[src/rtl/serial_add_ctrl.sv]
// Bit-serial ripple adder sequencer: drives one external full-adder cell LSB first.
// Optional SERIAL_ADD_SUB_EN adds a 'sub' input for a - b via ~b plus carry-in 1.
module serial_add_ctrl #(
    parameter int WIDTH = 8
) (
    input  logic             clk,
    input  logic             rst_n,
    input  logic             start,
    input  logic [WIDTH-1:0] a,
    input  logic [WIDTH-1:0] b,
    input  logic             cin,
`ifdef SERIAL_ADD_SUB_EN
    input  logic             sub,
`endif
    output logic             busy,
    output logic             done,
    output logic [WIDTH-1:0] sum,
    output logic             cout,
    output logic             fa_x,
    output logic             fa_y,
    output logic             fa_cin,
    input  logic             fa_sum,
    input  logic             fa_carry
);
    localparam int CW = $clog2(WIDTH);
    localparam logic [CW-1:0] LAST = CW'(WIDTH - 1);

    typedef enum logic [1:0] {S_IDLE, S_RUN, S_DONE} state_t;

    state_t           state;
    logic [WIDTH-1:0] a_sh, b_sh;
    logic [WIDTH-2:0] r_sh;
    logic             c_reg;
    logic [CW-1:0]    cnt;
    logic [WIDTH-1:0] b_ld;
    logic             c_ld;
    logic [WIDTH-1:0] r_nxt;

`ifdef SERIAL_ADD_SUB_EN
    assign b_ld = sub ? ~b : b;
    assign c_ld = sub ? 1'b1 : cin;
`else
    assign b_ld = b;
    assign c_ld = cin;
`endif

    assign r_nxt = {fa_sum, r_sh};

    // Shift registers drain to zero by the last bit and c_reg is cleared on completion,
    // so the adder inputs are plain flop outputs that are 0 outside RUN.
    assign fa_x   = a_sh[0];
    assign fa_y   = b_sh[0];
    assign fa_cin = c_reg;

    always_ff @(posedge clk or negedge rst_n) begin
        if (!rst_n) begin
            state <= S_IDLE;
            a_sh  <= '0;
            b_sh  <= '0;
            r_sh  <= '0;
            c_reg <= 1'b0;
            cnt   <= '0;
            busy  <= 1'b0;
            done  <= 1'b0;
            sum   <= '0;
            cout  <= 1'b0;
        end else begin
            case (state)
                S_IDLE: begin
                    if (start) begin
                        a_sh  <= a;
                        b_sh  <= b_ld;
                        c_reg <= c_ld;
                        cnt   <= '0;
                        busy  <= 1'b1;
                        state <= S_RUN;
                    end
                end
                S_RUN: begin
                    r_sh  <= r_nxt[WIDTH-1:1];
                    a_sh  <= a_sh >> 1;
                    b_sh  <= b_sh >> 1;
                    c_reg <= fa_carry;
                    cnt   <= cnt + 1'b1;
                    if (cnt == LAST) begin
                        sum   <= r_nxt;
                        cout  <= fa_carry;
                        c_reg <= 1'b0;
                        busy  <= 1'b0;
                        done  <= 1'b1;
                        state <= S_DONE;
                    end
                end
                S_DONE: begin
                    done  <= 1'b0;
                    state <= S_IDLE;
                end
                default: state <= S_IDLE;
            endcase
        end
    end
endmodule

[config.mk]
export PLATFORM = sky130hd
export DESIGN_NAME = serial_add_ctrl
export DESIGN_NICKNAME = d
export VERILOG_FILES = /design/src/rtl/serial_add_ctrl.sv
export SDC_FILE = /design/constraint.sdc
export NUM_CORES = 1
export LEC_CHECK = 0
export BUFFER_PORTS_ARGS = -buffer_cell sky130_fd_sc_hd__buf_2
export CAP_MARGIN = 15
export CELL_PAD_IN_SITES_DETAIL_PLACEMENT = 2
export CELL_PAD_IN_SITES_GLOBAL_PLACEMENT = 2
export CORE_MARGIN = 3
export CORE_UTILIZATION = 34
export DETAILED_ROUTE_END_ITERATION = 10
export PLACE_DENSITY = 0.89
export SLEW_MARGIN = 30
export SYNTH_ARGS = -nofsm -noshare
export SYNTH_HDL_FRONTEND = slang
export SYNTH_SLANG_ARGS = --single-unit
[constraint.sdc]
create_clock -name clk -period 1.7 [get_ports clk]
set_input_delay 0.34 -clock clk [delete_from_list [all_inputs] [get_ports clk]]
set_output_delay 0.34 -clock clk [all_outputs]
set_load 0.005 [all_outputs]
Word-level counts from Yosys, hierarchy flattened
Cells that the tools add are included.
{"block": "classes", "addsub": 1, "eq_ne": 5, "muxes": 17, "n_reduce_logical": 8}
{"operator": "$pmux W8 S2", "count": 2}
{"operator": "$mux W8", "count": 2}
{"operator": "$reduce_and A2 Y1", "count": 4}
{"operator": "$pmux W1 S2", "count": 3}
{"operator": "$pmux W3 S2", "count": 1}
{"operator": "$mux W1", "count": 5}
{"operator": "$mux W2", "count": 2}
{"operator": "$ne A2 B2 Y1 const B", "count": 2}
{"operator": "$pmux W2 S2", "count": 1}
{"operator": "$reduce_bool A2 Y1", "count": 2}
{"operator": "$add A3 B1 Y3 const B", "count": 1}
{"operator": "$eq A3 B3 Y1 const B", "count": 1}
{"operator": "$mux W3", "count": 1}
{"operator": "$reduce_and A3 Y1", "count": 1}
{"operator": "$eq A2 B1 Y1 const B", "count": 1}
{"operator": "$eq A2 B2 Y1 const B", "count": 1}
{"operator": "$logic_not A2 Y1", "count": 1}
{"block": "word_totals", "ff_bits": 40, "inputBits": 22, "output_inout_bits": 14, "word_cells": 41}

Longest topological paths before layout
{"block": "logic_depth", "ltp_word": 3, "depth_mapped": 6, "depth_no_buf": 5}

Least setup slack after synthesis
OpenSTA, ideal clock, no wires.
{"block": "synth_path", "path_kind": "register to register", "startpoint": "reg cnt[0]", "endpoint": "reg cout", "setup_time_ns": 0.125, "arrival_time_ns": 1.243, "required_time_ns": 1.575, "setup_slack_ns": 0.332, "path_stages_with_launch": 5, "period_less_slack_ns": 1.368, "cell_sequence": "dfrtp_1 > ha_1 > ha_1 > nand2_4 > mux2_4"}
{"block": "synth_between", "elab_chain_cells": 2}
{"element": "start, declared", "line_no": "34", "text": "logic [CW-1:0] cnt;"}
{"element": "start signal, assigned", "line_no": "84", "text": "cnt <= cnt + 1'b1;"}
{"element": "$eq A3 B3 Y1", "line_no": "85", "text": "if (cnt == LAST) begin"}
{"element": "$reduce_and A2 Y1 (no line)"}
{"element": "end signal, assigned", "line_no": "87", "text": "cout <= fa_carry;"}
{"element": "end, declared", "line_no": "18", "text": "output logic cout,"}
Every way passes these cells.
A chain may end at the register's enable or synchronous reset.

Final worst setup path
{"block": "layout_path", "startpoint": "reg cnt[0]", "endpoint": "reg sum[0]"}
{"block": "layout_between", "elab_chain_cells": 2}
{"element": "$eq A3 B3 Y1", "line_no": "85"}
{"element": "$reduce_and A2 Y1 (no line)"}
{"element": "end signal, assigned", "line_no": "86", "text": "sum <= r_nxt;"}
{"element": "end, declared", "line_no": "17", "text": "output logic [WIDTH-1:0] sum,"}
Every way passes these cells.

==> results.yml <==
sta:
  period_share_pct: 86.2
  rsz0062_at_grt: "no"
  finalSetupViolations: 0
  fmax_mhz: 683
  fin_setup_tns_ns: 0
  fin_crit_ns: 1.46
  worst_pin_slew_ns: 0.522
  clock_skew_ns: 0.00719
  slew_violations: 0
  relSlewSlack_pct: 65.1
  finalHoldViolations: 0
critical_path:
  critPathRequiredTime_ns: 1.88
  cp_max_fo: 10
  crit_path_end_kind: "flop"
  worstSetupStartpointType: "flop"
  timing_worst_setup_path_type: "flop to flop"
  arrival_ns: 1.65
cts:
  clock-sinks: 40
  path_clk_slew_ns: 0.08
  cts-root-buf: "clkbuf_8"
  cts_buffers: 5
  cts_setup_buffers: 0
  clk_latency_ns: 0.30
  cts_tree: "built"
  holdBufCountCts: 0
  cts_max_level: 2
  cts_resized: 0
  cts_max_path_buffers: 2
synthesis:
  synth_top_area_cell: "dfrtp_1"
  syn_area_mm2: 0.00174
  yosysTopAreaCellShare_pct: 57.4
  synthCells: 159
  synthTopCellsByArea: "dfrtp_1, o22ai_1, mux2_4"
  synth-seq-cells: 40
  avgSynthCellArea_um2: 11.0
  ys_warn_count: 0
  yosysSeqAreaShare_pct: 57.4
  synth_fp_nets: 183
  synth_cell_types: 21
layout:
  n_antenna_cell: 0
  syn2layout_area_growth_pct: 20.4
  layout-drive-gt1-share_pct: 30.3
  nFillCells: 530
  instances_no_fill: 268
  nNetsFinal: 224
power_and_ir_drop:
  cell_internal_pwr_mw: 2.41
  switching_share_pct: 36.2
  p_seq_share_pct: 45.7
  leakage_nw: 1.02
  ir_drop_mv: 0.593
  combPwrFrac_pct: 36.7
  clkPwrFrac_pct: 17.6
  power.density_mw_per_mm2: 1800
  p_switching_mw: 1.37
placed_design:
  port_buffers: 35
  dp.cells: 260
  dpl.hpwl_um: 3470
  gp_congestion: 0.766
grt:
  grt_start_max_net_pins: 23
  grt_first_pass_wirelength_um: 8180
  grt_overflow: 0
  grt_usage_pct: 17.6
  grt_pass1_vias: 1508
  antenna_found_initial: 0
routing:
  vias: 1370
  drt_iter0_drc: 47
  first_pass_iters: 4
  ant_nets: 0
  routed_wl_um: 4750
  viasPerCell: 5.11
  wl_per_cell_um: 17.7
  drcViolationCount: 0
die:
  dieArea_mm2: 0.00602
  coreArea_mm2: 0.00485
  io_pins: 36
  die_w_um: 77.6
  start_util_pct: 35.9
  rows: 25
  die_h_um: 77.6
outcome:
  status: "completed"
run:
  drv_cap: 0
min_path:
  hp-class: "input pin to async pin"
==> routing by layer <==
metal / vias up / track usage, % / share of wire [%]
li1: 640 / - / -
met1: 689 / 23.1 / 45
met2: 34 / 28.3 / 49
met3: 7 / 4.99 / 4.6
met4: 0 / 5.34 / 1.4
met5: - / 0 / 0
==> registers in the layout (all words and copies together), names as in the netlist <==
register	cells
cout	1
r_sh	7
sum	8
busy	1
b_sh	8
cnt	3
state	2
fa_cin	1
a_sh	8
done	1
==> path summary, 6_finish.rpt <==
kind | startpoint | endpoint | slack [ns] | cells after the start
max in group asynchronous | rst_n | sum[3]$_DFFE_PN0P_ | 1.14 | 2
min | rst_n | b_sh[7]$_DFFE_PN0P_ | 0.004 | 1
max reg2reg | cnt[0]$_DFFE_PN0P_ | sum[0]$_DFFE_PN0P_ | 0.24 | 4
max | cnt[0]$_DFFE_PN0P_ | sum[0]$_DFFE_PN0P_ | 0.24 | 4
min reg2reg | r_sh[0]$_DFFE_PN0P_ | r_sh[0]$_DFFE_PN0P_ | 0.51 | 2
min in group clk | fa_sum | r_sh[6]$_DFFE_PN0P_ | 0.26 | 3
==> kinds of logic (layout without fill, tap and decap cells) <==
logic type                 Yosys count  in the layout  synth area share (%)
AOI/OAI and AO/OA                   52             52                  18.0
and+or+nand+nor                     41             41                  10.8
DFF                                 40             40                  57.4
buffers and inverters               15             57                  4.59
muxes                                9              9                  7.75
adders and majority gates            2              2                  1.44
==> worst max-delay path, stage by stage, from the launching register on <==
cell,delay (ns)
dfrtp_1,0.40
ha_1,0.20
ha_1,0.23
nand2_4,0.19
mux2_4,0.32
==> stage by stage <==
step / worst slack, ns / cell area (µm²) / hold slack (ns) / util [%] / power [mW]
after floorplan: 0.332 / 1740 / 0.0444 / - / 2.61
after global placement: 0.271 / 2010 / 0.336 / 41.4 / 3.04
after detailed placement: 0.211 / 2010 / 0.346 / 41.4 / 3.16
after CTS: 0.203 / 2100 / 0.0208 / 43.3 / 3.85
after global routing: 0.147 / 2100 / 0.0358 / 43.3 / 4.11
final: 0.235 / 2100 / 0.00438 / 43.3 / 3.78
==> synth_stat cells <==
cell type / number
o21ai_0: 5
o22ai_1: 23
ha_1: 2
o2bb2ai_1: 1
a21oi_1: 17
nand2b_1: 3
nand2_1: 30
mux2_4: 9
inv_1: 5
nor2_1: 1
clkbuf_1: 1
a221oi_1: 1
a32oi_1: 2
buf_2: 4
buf_4: 5
nand2_4: 1
and2b_4: 1
a22o_1: 2
o21bai_1: 1
dfrtp_1: 40
nor2b_1: 5
==> power groups by stage <==
stage / sequential, mW / clock, mW / combinational (mW)
floorplan: 1.64 / 0 / 0.971
global placement: 1.71 / 0 / 1.33
detailed placement: 1.74 / 0 / 1.42
CTS: 1.73 / 0.690 / 1.43
global route: 1.80 / 0.726 / 1.58
finish: 1.72 / 0.667 / 1.39
==> layout make-up <==
| cell class | count | area (µm²) | area share (%) |
|---|---|---|---|
| clock buffer | 8 | 90.1 | 4.29 |
| inverter | 5 | 18.8 | 0.894 |
| multi-input combinational | 104 | 662 | 31.5 |
| sequential | 40 | 1000 | 47.7 |
| tap | 67 | 83.8 | 4.00 |
| timing repair buffer | 44 | 243 | 11.6 |
==> cells in the final DEF, fill, tap and decap left out, drive strengths merged <==
master and n:
ha 2, a221oi 1, dfrtp 40, clkbuf 8, o2bb2ai 1, a32oi 2, mux2 9, and2b 1
buf 44, nor2b 5, nor2 1, a21oi 17, inv 5, o22ai 23, o21ai 5, nand2b 3
a22o 2, nand2 31, o21bai 1
Power figures use the tool's default switching activity.
